### src/rtl/tmds_decode.sv
// TMDS receive channel decoder: finds symbol alignment via bitslip, recovers data/control/de.
// Latency: 1 cycle from din sample to de/c0/c1/dout; locked/bitslip registered on the same edge.
// No flow control: consumes one symbol per clkin, outputs are free-running and never stall.
//
// Ports:
//   clkin   - pixel clock (1x symbol rate)
//   rstin   - synchronous reset, active high
//   din     - 10-bit TMDS symbol, din[0] first bit on the wire
//   bitslip - one-cycle request to the deserializer to move its word boundary by one bit
//   locked  - symbol alignment achieved
//   de      - data enable (current symbol is pixel data)
//   c0, c1  - control bits, meaningful while de=0 (h_sync/v_sync on the blue channel)
//   dout    - decoded pixel byte, meaningful while de=1
module tmds_decode #(
    parameter int CTRL_RUN  = 8,
    parameter int TIMEOUT   = 4096,
    parameter int SLIP_WAIT = 4
) (
    input  logic       clkin,
    input  logic       rstin,
    input  logic [9:0] din,
    output logic       bitslip,
    output logic       locked,
    output logic       de,
    output logic       c0,
    output logic       c1,
    output logic [7:0] dout
);

    localparam int TW = $clog2(TIMEOUT + 1);
    localparam int RW = $clog2(CTRL_RUN + 1);
    localparam int SW = $clog2(SLIP_WAIT + 1);

    localparam logic [TW-1:0] TMO_LAST  = TW'(TIMEOUT - 1);
    localparam logic [RW-1:0] RUN_DONE  = RW'(CTRL_RUN);
    localparam logic [SW-1:0] SLIP_LAST = SW'(SLIP_WAIT - 1);

    typedef enum logic [1:0] {
        SEARCH = 2'd0,
        SLIP   = 2'd1,
        LOCKED = 2'd2
    } state_t;

    state_t          state, state_nxt;
    logic [TW-1:0]   tmo_cnt, tmo_nxt;
    logic [RW-1:0]   run_cnt, run_nxt;
    logic [SW-1:0]   slip_cnt, slip_nxt;
    logic            bitslip_nxt;
    logic            locked_nxt;

    logic            is_tok;
    logic [1:0]      tok_c;
    logic [7:0]      q;
    logic [7:0]      dec;

    // Symbol classification and data decode, purely combinational on din.
    always_comb begin
        is_tok = 1'b1;
        tok_c  = 2'b00;
        case (din)
            10'h354: tok_c = 2'b00;
            10'h0AB: tok_c = 2'b01;
            10'h154: tok_c = 2'b10;
            10'h2AB: tok_c = 2'b11;
            default: is_tok = 1'b0;
        endcase

        // din[9] marks an inverted payload, din[8] selects XOR vs XNOR chaining.
        q      = din[9] ? ~din[7:0] : din[7:0];
        dec    = 8'h00;
        dec[0] = q[0];
        for (int i = 1; i < 8; i++) begin
            dec[i] = din[8] ? (q[i] ^ q[i-1]) : ~(q[i] ^ q[i-1]);
        end
    end

    // Alignment FSM. Counter thresholds compare the registered count, so each
    // decision takes effect one edge after the count reaches its limit.
    always_comb begin
        state_nxt   = state;
        tmo_nxt     = tmo_cnt;
        run_nxt     = run_cnt;
        slip_nxt    = slip_cnt;
        bitslip_nxt = 1'b0;

        unique case (state)
            SEARCH: begin
                run_nxt = is_tok ? (run_cnt + RW'(1)) : '0;
                tmo_nxt = tmo_cnt + TW'(1);
                // Lock is checked first so a run completing on the timeout cycle never slips.
                if (run_cnt == RUN_DONE) begin
                    state_nxt = LOCKED;
                    tmo_nxt   = '0;
                    run_nxt   = '0;
                end else if (tmo_cnt == TMO_LAST) begin
                    state_nxt   = SLIP;
                    bitslip_nxt = 1'b1;
                    tmo_nxt     = '0;
                    run_nxt     = '0;
                    slip_nxt    = '0;
                end
            end

            SLIP: begin
                // din is unreliable while the deserializer settles; just count.
                tmo_nxt  = '0;
                run_nxt  = '0;
                slip_nxt = slip_cnt + SW'(1);
                if (slip_cnt == SLIP_LAST) begin
                    state_nxt = SEARCH;
                    slip_nxt  = '0;
                end
            end

            LOCKED: begin
                // Loss of lock goes straight to SEARCH; the first slip needs a full SEARCH timeout.
                if (is_tok) begin
                    tmo_nxt = '0;
                end else if (tmo_cnt == TMO_LAST) begin
                    state_nxt = SEARCH;
                    tmo_nxt   = '0;
                    run_nxt   = '0;
                end else begin
                    tmo_nxt = tmo_cnt + TW'(1);
                end
            end

            default: begin
                state_nxt = SEARCH;
                tmo_nxt   = '0;
                run_nxt   = '0;
                slip_nxt  = '0;
            end
        endcase

        locked_nxt = (state_nxt == LOCKED);
    end

    always_ff @(posedge clkin) begin
        if (rstin) begin
            state    <= SEARCH;
            tmo_cnt  <= '0;
            run_cnt  <= '0;
            slip_cnt <= '0;
            bitslip  <= 1'b0;
            locked   <= 1'b0;
            de       <= 1'b0;
            c0       <= 1'b0;
            c1       <= 1'b0;
            dout     <= 8'h00;
        end else begin
            state    <= state_nxt;
            tmo_cnt  <= tmo_nxt;
            run_cnt  <= run_nxt;
            slip_cnt <= slip_nxt;
            bitslip  <= bitslip_nxt;
            locked   <= locked_nxt;
            // Mask with the lock value being registered now so outputs never
            // disagree with the locked flag presented alongside them.
            if (!locked_nxt) begin
                de   <= 1'b0;
                c0   <= 1'b0;
                c1   <= 1'b0;
                dout <= 8'h00;
            end else if (is_tok) begin
                de   <= 1'b0;
                c0   <= tok_c[0];
                c1   <= tok_c[1];
                dout <= 8'h00;
            end else begin
                // c0/c1 keep the last control value across the active period.
                de   <= 1'b1;
                dout <= dec;
            end
        end
    end

endmodule

### config.mk
export PLATFORM = sky130hd
export DESIGN_NAME = tmds_decode
export DESIGN_NICKNAME = d
export VERILOG_FILES = /design/src/rtl/tmds_decode.sv
export SDC_FILE = /design/constraint.sdc
export NUM_CORES = 1
export LEC_CHECK = 0
export ABC_AREA = 1
export BUFFER_PORTS_ARGS = -buffer_cell sky130_fd_sc_hd__buf_2
export CORE_ASPECT_RATIO = 0.8
export CORE_MARGIN = 5
export CORE_UTILIZATION = 39
export DETAILED_ROUTE_END_ITERATION = 8
export GPL_ROUTABILITY_DRIVEN = 0
export REMOVE_ABC_BUFFERS = 1
export SETUP_SLACK_MARGIN = 0.5
export SLEW_MARGIN = 20
export SYNTH_ARGS = -nofsm -noshare
export SYNTH_HDL_FRONTEND = slang
export SYNTH_SLANG_ARGS = --single-unit
### constraint.sdc
create_clock -name clkin -period 1.6 [get_ports clkin]
set_input_delay 0.16 -clock clkin [delete_from_list [all_inputs] [get_ports clkin]]
set_output_delay 0.16 -clock clkin [all_outputs]
set_load 0.01 [all_outputs]
# == Yosys cells after proc, flatten, opt, wreduce, memory -nomap -nowiden ==
# Index checks and enable logic that the tools add are counted.
# classes
add_sub_neg,3
eq_ne,14
mux,32
bitwise_logic,18
n_reduce_logical,7
# op_table
cell,n
2-to-1 mux 13 bit,3
case mux 13 bit (2 select lines),1
equality test 10 bit (second input constant),2
2-to-1 mux 4 bit,5
adder 13 x 1 -> 13 bit (second input constant),1
equality test 13 x 12 -> 1 bit (second input constant),1
case mux 2 bit (3 select lines),2
equality test 10 x 8 -> 1 bit (second input constant),1
equality test 10 x 9 -> 1 bit (second input constant),1
2-to-1 mux 1 bit,10
2-to-1 mux 2 bit,5
NOT 1 bit,10
2-to-1 mux 3 bit,3
case mux 3 bit (3 select lines),1
2-to-1 mux 8 bit,1
inequality test 2 bit (second input constant),4
NOT 8 bit,1
case mux 4 bit (2 select lines),1
XOR 1 bit,7
OR reduction 3 bit,2
adder 4 x 1 -> 4 bit (second input constant),1
equality test 2 bit (second input constant),2
equality test 4 bit (second input constant),1
OR reduction 4 bit,1
7 further kinds,7
# totals
reg_bits,35
out_inout_bits,13
word_cells,84

# == Logic depth before layout (Yosys ltp) ==
# Gate-level depths: netlist of run 1.
# logic_depth
word_depth,8
ltp_mapped,10
mapped_depth_nobuf,10

# == Least setup slack after synthesis of run 1 ==
# OpenSTA, ideal clock, no wires.
# synth_path
path_kind,register -> register
start,reg tmo_cnt[0]
end,reg dout[0]
setup_ns,0.117
arrival_ns,1.314
required_ns,1.483
setup_slack_ns,0.169
path_stages_with_launch,9
n_path_buf,0
period_less_slack_ns,1.431
cell_sequence,dfxtp_1 > ha_1 > nand3_1 > nor3_4 > nand2_4 > nand2_4 > nand3_4 > nand3_4 > nor2_2
# synth_between
elab_chain_cells,7
word_cells_on_any_way,9
classes_between,2 x eq/ne; 5 x mux; 1 x bitwise; 1 x reduce/logical
# synth_rtl
element,line_no,text
start: declaration,45,"logic [TW-1:0] tmo_cnt, tmo_nxt;"
start signal: assignment,153,tmo_cnt <= tmo_nxt;
equality test 13 x 12 -> 1 bit *,"95, 119",
"2-to-1 mux 2 bit, on equally long branches","119, 95",
"2-to-1 mux 2 bit, on equally long branches","117, 91",
case mux 2 bit (3 select lines) *,86,unique case (state)
equality test 2 bit *,136,locked_nxt = (state_nxt == LOCKED);
NOT 1 bit (no source line) *,--,
OR reduction 3 bit (no source line) *,--,
end signal: assignment,150,dout <= 8'h00;
end signal: assignment,164,dout <= 8'h00;
end signal: assignment,169,dout <= 8'h00;
end: declaration,27,output logic [7:0] dout
# Every way passes the cells marked *; elsewhere a longest branch is shown, timed or not.
# A chain may end at the register's enable or synchronous reset.

# == Final worst setup path of run 1 ==
# layout_path
start,reg run_cnt[1]
end,reg dout[0]
# layout_between
elab_chain_cells,6
# layout_rtl
element,line_no,text
start: declaration,46,"logic [RW-1:0] run_cnt, run_nxt;"
start signal: assignment,154,run_cnt <= run_nxt;
equality test 4 bit,91,if (run_cnt == RUN_DONE) begin
2-to-1 mux 2 bit,91,
case mux 2 bit (3 select lines),86,
equality test 2 bit,136,
NOT 1 bit (no source line),--,
OR reduction 3 bit (no source line),--,
# No other way between the ends.

==> metrics.txt, run 1 <==
Hold Vio Cnt, Final 0; Slew Limit Fails 0; RSZ-0062 raised after global routing yes; post-synthesis area per instance 7.908 µm²; placed cell count 308; sum of negative setup slack 0 ns; horizontal die dimension 85.52 µm; CTS Buf Count 5; Worst Hold Launch rstin; power per cell area 739.0 nW/µm²; routed via count 1467; final number of setup-violating endpoints 0; hold worst-path end slip_cnt[2]$_SDFFE_PP0P_; synthesized instance count 225; Clk pin slew, worst setup/hold paths 0.07 ns; Clock Skew 0.004842 ns; internal reg-to-reg setup slack 0.16 ns; power share of the combinational group 0.073; Max Fanout on Critical Path 5; leakage component of the power 0.001060 µW; Peak Freq 696.4 MHz; number of input and output port buffers inserted 24; worst slack at placement 0.03352 ns; count of hold-fix buffers inserted at cts 0; Cell Area, Synth 1779 µm²; via count of the first global-routing pass 1318; area enclosed by the die boundary 6021 µm²; average wire length per cell after detail routing 10.94 µm; arrival time of the worst setup path 1.66 ns; maximum resistive drop on vdd 420.9 µV; worst flop-to-flop path endpoint dout[0]$_SDFF_PP0_; clock share of power 0.407; initial detailed-routing violation count 47; count of cells along the worst hold path 2; DPL Wire Length 2390 µm; run status finished, final reports clean; share of final-layout standard cells stronger than drive strength 1 0.4126; YS warnings 0; Net count, final 284; non-filler cells, final 329; Via density 4.459; post-route worst setup slack 0.1640 ns; fraction of power spent switching nets 0.2251; Clock Sinks 35; fraction of the cycle the final worst path needs 0.8975; internal power consumption 1324 µW; overflow left after global routing 0; TritonCTS clock tree done; worst path required time 1.82 ns; Die Y 70.41 µm; remaining routing DRC violations 0; Overall Power 1708 µW; number of detailed-route iterations in the first pass 4; startpoint of the most critical register-to-register path run_cnt[1]$_SDFFE_PP0P_; post-synth cell types 25; Post-Route WL 3600 µm; register area share after synthesis 0.3938; placeable core region 4514 µm²; starting density of the core 0.3941; relative slew slack 0.7644; endpoint class of the critical path flip-flop; wire length of the first global-routing pass 6141 µm; most frequent standard cell in the layout excluding fill and tap cells sky130_fd_sc_hd__nand2_1; part of the power in registers 0.520; Post-Route Hold Slack 0.1221 ns; number of antenna violations at the first check in global routing 0; row count 22; number of routed nets with antenna violations 0; kind of critical path reg -> reg; Clock Path Buffers 2; H-Tree Level Count 2; actual slew at the worst max-slew pin 0.3528 ns; post-layout min period 1.436 ns; Overall Global Routing Usage 0.1289; net switching power 384.4 µW; number of inserted diodes 0; max-capacitance violation count 0; #FFs+latches synth 35; I/O pin total 25; type of the most critical hold path in -> reg; depth of the worst register-to-register path 9; growth of design area from synthesis to finish 29.89%; insertion delay to the later sink of the worst-skew pair 0.28 ns; most frequent cells in the layout sky130_fd_sc_hd__nand2_1 (32), sky130_fd_sc_hd__dfxtp_1 (29), sky130_fd_sc_hd__nor2_1 (28); pin count of the biggest net entering global routing 13; library cell used as clock root buffer sky130_fd_sc_hd__clkbuf_8; Setup crit start kind flip-flop
-- timing repair --
action                                  in CTS  in global routing
gates resized for setup                     27                 17
cloned                                       2                  0
endpoints found under the setup margin      35                 35
setup buffers                                8                  3
pin swaps                                   14                 17
-- Yosys cell counts --
cell / count / area, µm²
sky130_fd_sc_hd__nand4_1: 2 / 12.51
sky130_fd_sc_hd__nor2_1: 38 / 142.6
sky130_fd_sc_hd__nand3_2: 1 / 10.01
sky130_fd_sc_hd__nor3_4: 1 / 16.27
sky130_fd_sc_hd__buf_6: 1 / 11.26
sky130_fd_sc_hd__xor2_1: 12 / 105.1
sky130_fd_sc_hd__nand3_4: 4 / 70.07
sky130_fd_sc_hd__nand2_1: 35 / 131.4
sky130_fd_sc_hd__nand2_4: 6 / 67.56
sky130_fd_sc_hd__ha_1: 4 / 50.05
sky130_fd_sc_hd__dfxtp_1: 35 / 700.7
sky130_fd_sc_hd__xnor2_1: 7 / 61.31
sky130_fd_sc_hd__o2111ai_1: 1 / 8.760
sky130_fd_sc_hd__nand3b_1: 1 / 7.510
sky130_fd_sc_hd__nand2_2: 4 / 25.02
sky130_fd_sc_hd__o31ai_1: 1 / 7.510
sky130_fd_sc_hd__nand3_1: 15 / 75.07
sky130_fd_sc_hd__nor2_2: 11 / 68.82
sky130_fd_sc_hd__inv_1: 31 / 116.4
sky130_fd_sc_hd__a21oi_1: 6 / 30.03
sky130_fd_sc_hd__o21ai_0: 1 / 5.000
sky130_fd_sc_hd__nor2_8: 1 / 20.02
sky130_fd_sc_hd__inv_2: 3 / 11.26
sky130_fd_sc_hd__nor3_1: 3 / 15.01
sky130_fd_sc_hd__nor3_2: 1 / 10.01
-- flip-flops by register name, indices dropped and copies added, names as in the netlist --
register  flops
bitslip       1
c0            1
c1            1
de            1
dout          8
locked        1
run_cnt       4
slip_cnt      3
state         2
tmo_cnt      13
-- critical path, cell delays in order, from the launching register on --
cell	delay, ns
sky130_fd_sc_hd__dfxtp_2	0.32
sky130_fd_sc_hd__inv_2	0.09
sky130_fd_sc_hd__ha_4	0.13
sky130_fd_sc_hd__nand2_2	0.06
sky130_fd_sc_hd__nor2_4	0.15
sky130_fd_sc_hd__buf_4	0.13
sky130_fd_sc_hd__nand3_2	0.09
sky130_fd_sc_hd__nand3_4	0.14
sky130_fd_sc_hd__nand3_4	0.13
sky130_fd_sc_hd__nor2_2	0.13
-- cell type report --
class / instances / area [µm²]
clock buffer: 8 / 100.1
fill: 460 / 2203
inverter: 34 / 127.6
multi-input combinational: 157 / 1097
sequential: 35 / 708.2
tap: 60 / 75.07
timing repair buffer: 35 / 202.7
-- per-stage QoR --
step	instance area, µm²	utilization
floorplan	1768	-
global placement	1963	0.4349
detailed placement	1963	0.4349
CTS	2227	0.4933
global route	2311	0.5119
finish	2311	0.5119
-- power groups by stage --
stage	combinational [µW]	sequential [µW]	clock (µW)
after floorplan	74.1	902	0
after global placement	109	903	0
after detailed placement	110	903	0
after CTS	121	887	722
after global routing	142	887	775
final	125	887	695
-- worst max-delay path by stage --
stage | depth (start not counted) | endpoint | slack, ns | from
after detailed placement | 8 | slip_cnt[1]$_SDFFE_PP0P_ | 0.03 | tmo_cnt[0]$_SDFF_PP0_
after CTS | 8 | dout[0]$_SDFF_PP0_ | 0.14 | tmo_cnt[1]$_SDFF_PP0_
after floorplan | 8 | dout[0]$_SDFF_PP0_ | 0.17 | tmo_cnt[0]$_SDFF_PP0_
after global placement | 8 | slip_cnt[2]$_SDFFE_PP0P_ | 0.05 | tmo_cnt[0]$_SDFF_PP0_
final | 9 | dout[0]$_SDFF_PP0_ | 0.16 | run_cnt[1]$_SDFFE_PP0P_
after global routing | 9 | dout[5]$_SDFF_PP0_ | 0.09 | run_cnt[1]$_SDFFE_PP0P_
-- cell families (layout without fill, tap and decap cells) --
| kind of cell | Yosys count | in the layout | synth area share |
|---|---|---|---|
| XOR/XNOR | 19 | 19 | 0.09353 |
| buffers and inverters | 35 | 77 | 0.07806 |
| flip-flops | 35 | 35 | 0.3938 |
| AO/OA/AOI/OAI | 9 | 9 | 0.02883 |
| adder cells (fa/ha/maj) | 4 | 4 | 0.02813 |
| AND/OR/NAND/NOR | 123 | 125 | 0.3776 |
-- metal layers --
metal | up-vias | GRT usage | share of wire
met1 | 655 | 0.1806 | 0.49
li1 | 783 | - | -
met4 | 0 | 0.05272 | 0.017
met3 | 7 | 0.04009 | 0.044
met2 | 22 | 0.1810 | 0.44
met5 | - | 0 | 0
Power figures use the tool's default switching activity.
==> run 2: changes to the inputs <==
--- a/config.mk
+++ b/config.mk
@@ -7,3 +7,3 @@
 export LEC_CHECK = 0
-export ABC_AREA = 1
+export ABC_AREA = 0
 export BUFFER_PORTS_ARGS = -buffer_cell sky130_fd_sc_hd__buf_2
==> constraint.sdc (replaced) <==
create_clock -name clkin -period 1.6 [get_ports clkin]
set_input_delay 0.08 -clock clkin [delete_from_list [all_inputs] [get_ports clkin]]
set_output_delay 0.08 -clock clkin [all_outputs]
set_load 0.01 [all_outputs]
==> metrics.txt, run 2 <==
most common flop cell mapped by yosys sky130_fd_sc_hd__dfxtp_1 (unchanged); routed via count 1384 (was 1467); most frequent standard cell in the layout excluding fill and tap cells sky130_fd_sc_hd__buf_4 (was sky130_fd_sc_hd__nand2_1); failing checks negative setup slack; post-layout min period 1.700 ns (was 1.436 ns); insertion delay to the later sink of the worst-skew pair 0.28 ns (about the same); fraction of power spent switching nets 0.2191 (was 0.2251); post-synthesis area per instance 9.081 µm² (was 7.908 µm²); post-route worst setup slack -0.09957 ns (was 0.1640 ns); total of fill cells in the finished design 339 (was 460); Overall Power 1598 µW (was 1708 µW); fraction of the cycle the final worst path needs 1.062 (was 0.8975); via count of the first global-routing pass 1407 (was 1318); area enclosed by the die boundary 5243 µm² (was 6021 µm²); number of input and output port buffers inserted 24 (unchanged); Clock Path Buffers 2 (unchanged); type of the most critical hold path in -> reg (unchanged); Peak Freq 588.4 MHz (was 696.4 MHz); Worst Hold Launch rstin (unchanged); flip-flop count of the largest register after layout 13 (unchanged); power share of the combinational group 0.087 (was 0.073); register area share after synthesis 0.4620 (was 0.3938); critical path's top delay family simple AND/OR/NAND/NOR gates (unchanged); I/O pin total 25 (unchanged); actual slew at the worst max-slew pin 0.3790 ns (was 0.3528 ns); growth of design area from synthesis to finish 44.88% (was 29.89%); sum of negative setup slack -0.2249 ns (was 0 ns); Metal-1 WL 1593 µm (was 1779 µm); Max Fanout on Critical Path 4 (was 5); pin count of the biggest net entering global routing 10 (was 13); Via density 4.740 (was 4.459); synthesized instance count 167 (was 225); number of inserted diodes 0 (unchanged); Synth Area in XOR/XNOR 0.1271 (was 0.09353); total met3 wirelength after detailed routing 159 µm (was 158 µm); overflow left after global routing 0 (unchanged); CTS Buf Count 5 (unchanged); power per cell area 727.3 nW/µm² (was 739.0 nW/µm²); Bufs and invs on worst path 0 (was 2); Overall Global Routing Usage 0.1469 (was 0.1289); TritonCTS clock tree done (unchanged); starting density of the core 0.4013 (was 0.3941); multiplexer share of the synthesized area 0.02723 (was 0); Net count, final 254 (was 284); critical-path cell with the highest stage delay sky130_fd_sc_hd__nor4_4 (was sky130_fd_sc_hd__dfxtp_2); maximum resistive drop on vdd 448.0 µV (was 420.9 µV); endpoint class of the critical path flip-flop (unchanged); Clock Skew 0.002743 ns (was 0.004842 ns); Seq. cell area 710.7 µm² (was 708.2 µm²); fraction of the core area covered by cells at the end of the flow 0.5815 (was 0.5119); cells along the critical path nand4_1, nor4_4, a311oi_2, or3_1, a21oi_2 (was inv_2, ha_4, nand2_2, nor2_4, buf_4, nand3_2, nand3_4, nand3_4, nor2_2); final number of setup-violating endpoints 7 (was 0); initial detailed-routing violation count 53 (was 47); uppermost layer routed met4 (unchanged); #FFs+latches synth 35 (unchanged); Clk pin slew, worst setup/hold paths 0.06 ns (was 0.07 ns); most frequent cell after synthesis sky130_fd_sc_hd__dfxtp_1 (was sky130_fd_sc_hd__nor2_1); Synth area leaders sky130_fd_sc_hd__dfxtp_1 (46%), sky130_fd_sc_hd__xnor2_1 (9.2%), sky130_fd_sc_hd__nor2_1 (8.2%) (was sky130_fd_sc_hd__dfxtp_1 (39%), sky130_fd_sc_hd__nor2_1 (8.0%), sky130_fd_sc_hd__nand2_1 (7.4%)); internal power consumption 1248 µW (was 1324 µW); area fraction of the dominant cell type after synthesis 0.4620 (was 0.3938); run status complete, but fails checks (was finished, final reports clean); Die Y 65.78 µm (was 70.41 µm); net switching power 350.0 µW (was 384.4 µW); largest area contributor in the synthesized netlist sky130_fd_sc_hd__dfxtp_1 (unchanged); placeable core region 3779 µm² (was 4514 µm²); Clock Sinks 35 (unchanged); remaining routing DRC violations 0 (unchanged); registers with the most flip-flops tmo_cnt (13), dout (8), run_cnt (4) (unchanged); Multi-input gate area 845.8 µm² (was 1097 µm²); relative slew slack 0.7470 (was 0.7644); row count 20 (was 22); H-Tree Level Count 2 (unchanged); RSZ-0062 raised after global routing yes (unchanged); YS warnings 0 (unchanged); most common library cells after synthesis sky130_fd_sc_hd__dfxtp_1 (35), sky130_fd_sc_hd__nor2_1 (33), sky130_fd_sc_hd__xnor2_1 (16) (was sky130_fd_sc_hd__nor2_1 (38), sky130_fd_sc_hd__dfxtp_1 (35), sky130_fd_sc_hd__nand2_1 (35)); number of flops mapped to enable cells by yosys 0 (unchanged); Slew Limit Fails 0 (unchanged); area fraction in and, or, nand and nor cells after synthesis 0.2277 (was 0.3776); max-capacitance violation count 0 (unchanged); startpoint of the most critical register-to-register path tmo_cnt[10]$_SDFF_PP0_ (was run_cnt[1]$_SDFFE_PP0P_); number of detailed-route iterations in the first pass 5 (was 4); arrival time of the worst setup path 1.92 ns (was 1.66 ns); Post-Route WL 3534 µm (was 3600 µm); synthesized-area fraction occupied by adder cells 0.03300 (was 0.02813); most frequent cells in the layout sky130_fd_sc_hd__buf_4 (40), sky130_fd_sc_hd__nor2_1 (30), sky130_fd_sc_hd__dfxtp_1 (27) (was sky130_fd_sc_hd__nand2_1 (32), sky130_fd_sc_hd__dfxtp_1 (29), sky130_fd_sc_hd__nor2_1 (28)); Cell Area, Synth 1516 µm² (was 1779 µm²); average wire length per cell after detail routing 12.10 µm (was 10.94 µm); part of the power in registers 0.553 (was 0.520); Setup crit start kind flip-flop (unchanged); library cell used as clock root buffer sky130_fd_sc_hd__clkbuf_8 (unchanged); largest stage delay on the critical path 0.43 ns (was 0.32 ns); leakage component of the power 0.0009433 µW (was 0.001060 µW); post-synth cell types 35 (was 25); clock share of power 0.360 (was 0.407); synthesized-area fraction occupied by ao, oa, aoi and oai cells 0.08416 (was 0.02883); dominant combinational cell family by area after synthesis simple AND/OR/NAND/NOR gates (unchanged); kind of critical path reg -> reg (unchanged); DPL Wire Length 2643 µm (was 2390 µm); wire length of the first global-routing pass 6044 µm (was 6141 µm); Hold Vio Cnt, Final 0 (unchanged); number of antenna violations at the first check in global routing 0 (unchanged); worst path required time 1.82 ns (about the same); Critical path origin tmo_cnt[10]$_SDFF_PP0_ (was run_cnt[1]$_SDFFE_PP0P_); number of routed nets with antenna violations 0 (unchanged); post-synthesis async set-or-reset flop share 0 (unchanged); horizontal die dimension 79.72 µm (was 85.52 µm); share of final-layout standard cells stronger than drive strength 1 0.4262 (was 0.4126); met2 wirelength from detailed routing 1718 µm (was 1599 µm); Post-Route Hold Slack 0.02985 ns (was 0.1221 ns); most flop-heavy register tmo_cnt (unchanged)
## run 2: timing repair
action                                  CTS  global route
hold buffers                              0             0
setup buffers                             3             5
resized for setup                        25             8
pin swaps                                22             5
endpoints found under the setup margin   35            35
## run 2: area by class of cell
class / count / area share
clock buffer: 6 / 0.03303
inverter: 12 / 0.02050
multi-input combinational: 117 / 0.3850
sequential: 35 / 0.3235
tap: 55 / 0.03132
timing repair buffer: 67 / 0.2067
## run 2: per-layer routing
layer,GRT usage,vias to the layer above
met1,0.1709,642
met4,0.05579,0
met2,0.2563,31
met5,0,-
li1,-,702
met3,0.04087,9
## run 2: logic make-up after synthesis
logic type               count (synthesis)
AO/OA/AOI/OAI                           19
adder cells (fa/ha/maj)                  4
flip-flops                              35
buffers and inverters                   15
AND/OR/NAND/NOR                         68
multiplexers                             4
XOR/XNOR                                22
## run 2: final timing paths
path	end	slack, ns	cells past startpoint
max	run_cnt[2]$_SDFFE_PP0P_	-0.1	5
min	state[0]$_SDFF_PP0_	0.03	2
max reg2reg	run_cnt[2]$_SDFFE_PP0P_	-0.1	5
min reg2reg	slip_cnt[2]$_SDFFE_PP0P_	0.44	2
## run 2: through the flow
stage               worst slack (ns)  instance area [µm²]  std cells
floorplan                    -0.3404                 1503        164
global placement             -0.1879                 1954        278
detailed placement           -0.2571                 1954        278
CTS                         -0.04227                 2126        287
global route                 -0.1784                 2197        292
finish                      -0.09957                 2197        292
## run 2: power by group through the flow
stage | Combinational, µW | Sequential [µW] | Clock [µW]
3_3_place_gp | 127 | 901 | 0
6_report | 139 | 884 | 575
4_1_cts | 140 | 884 | 590
3_5_place_dp | 131 | 901 | 0
2_1_floorplan | 60.1 | 902 | 0
5_1_grt | 152 | 884 | 642
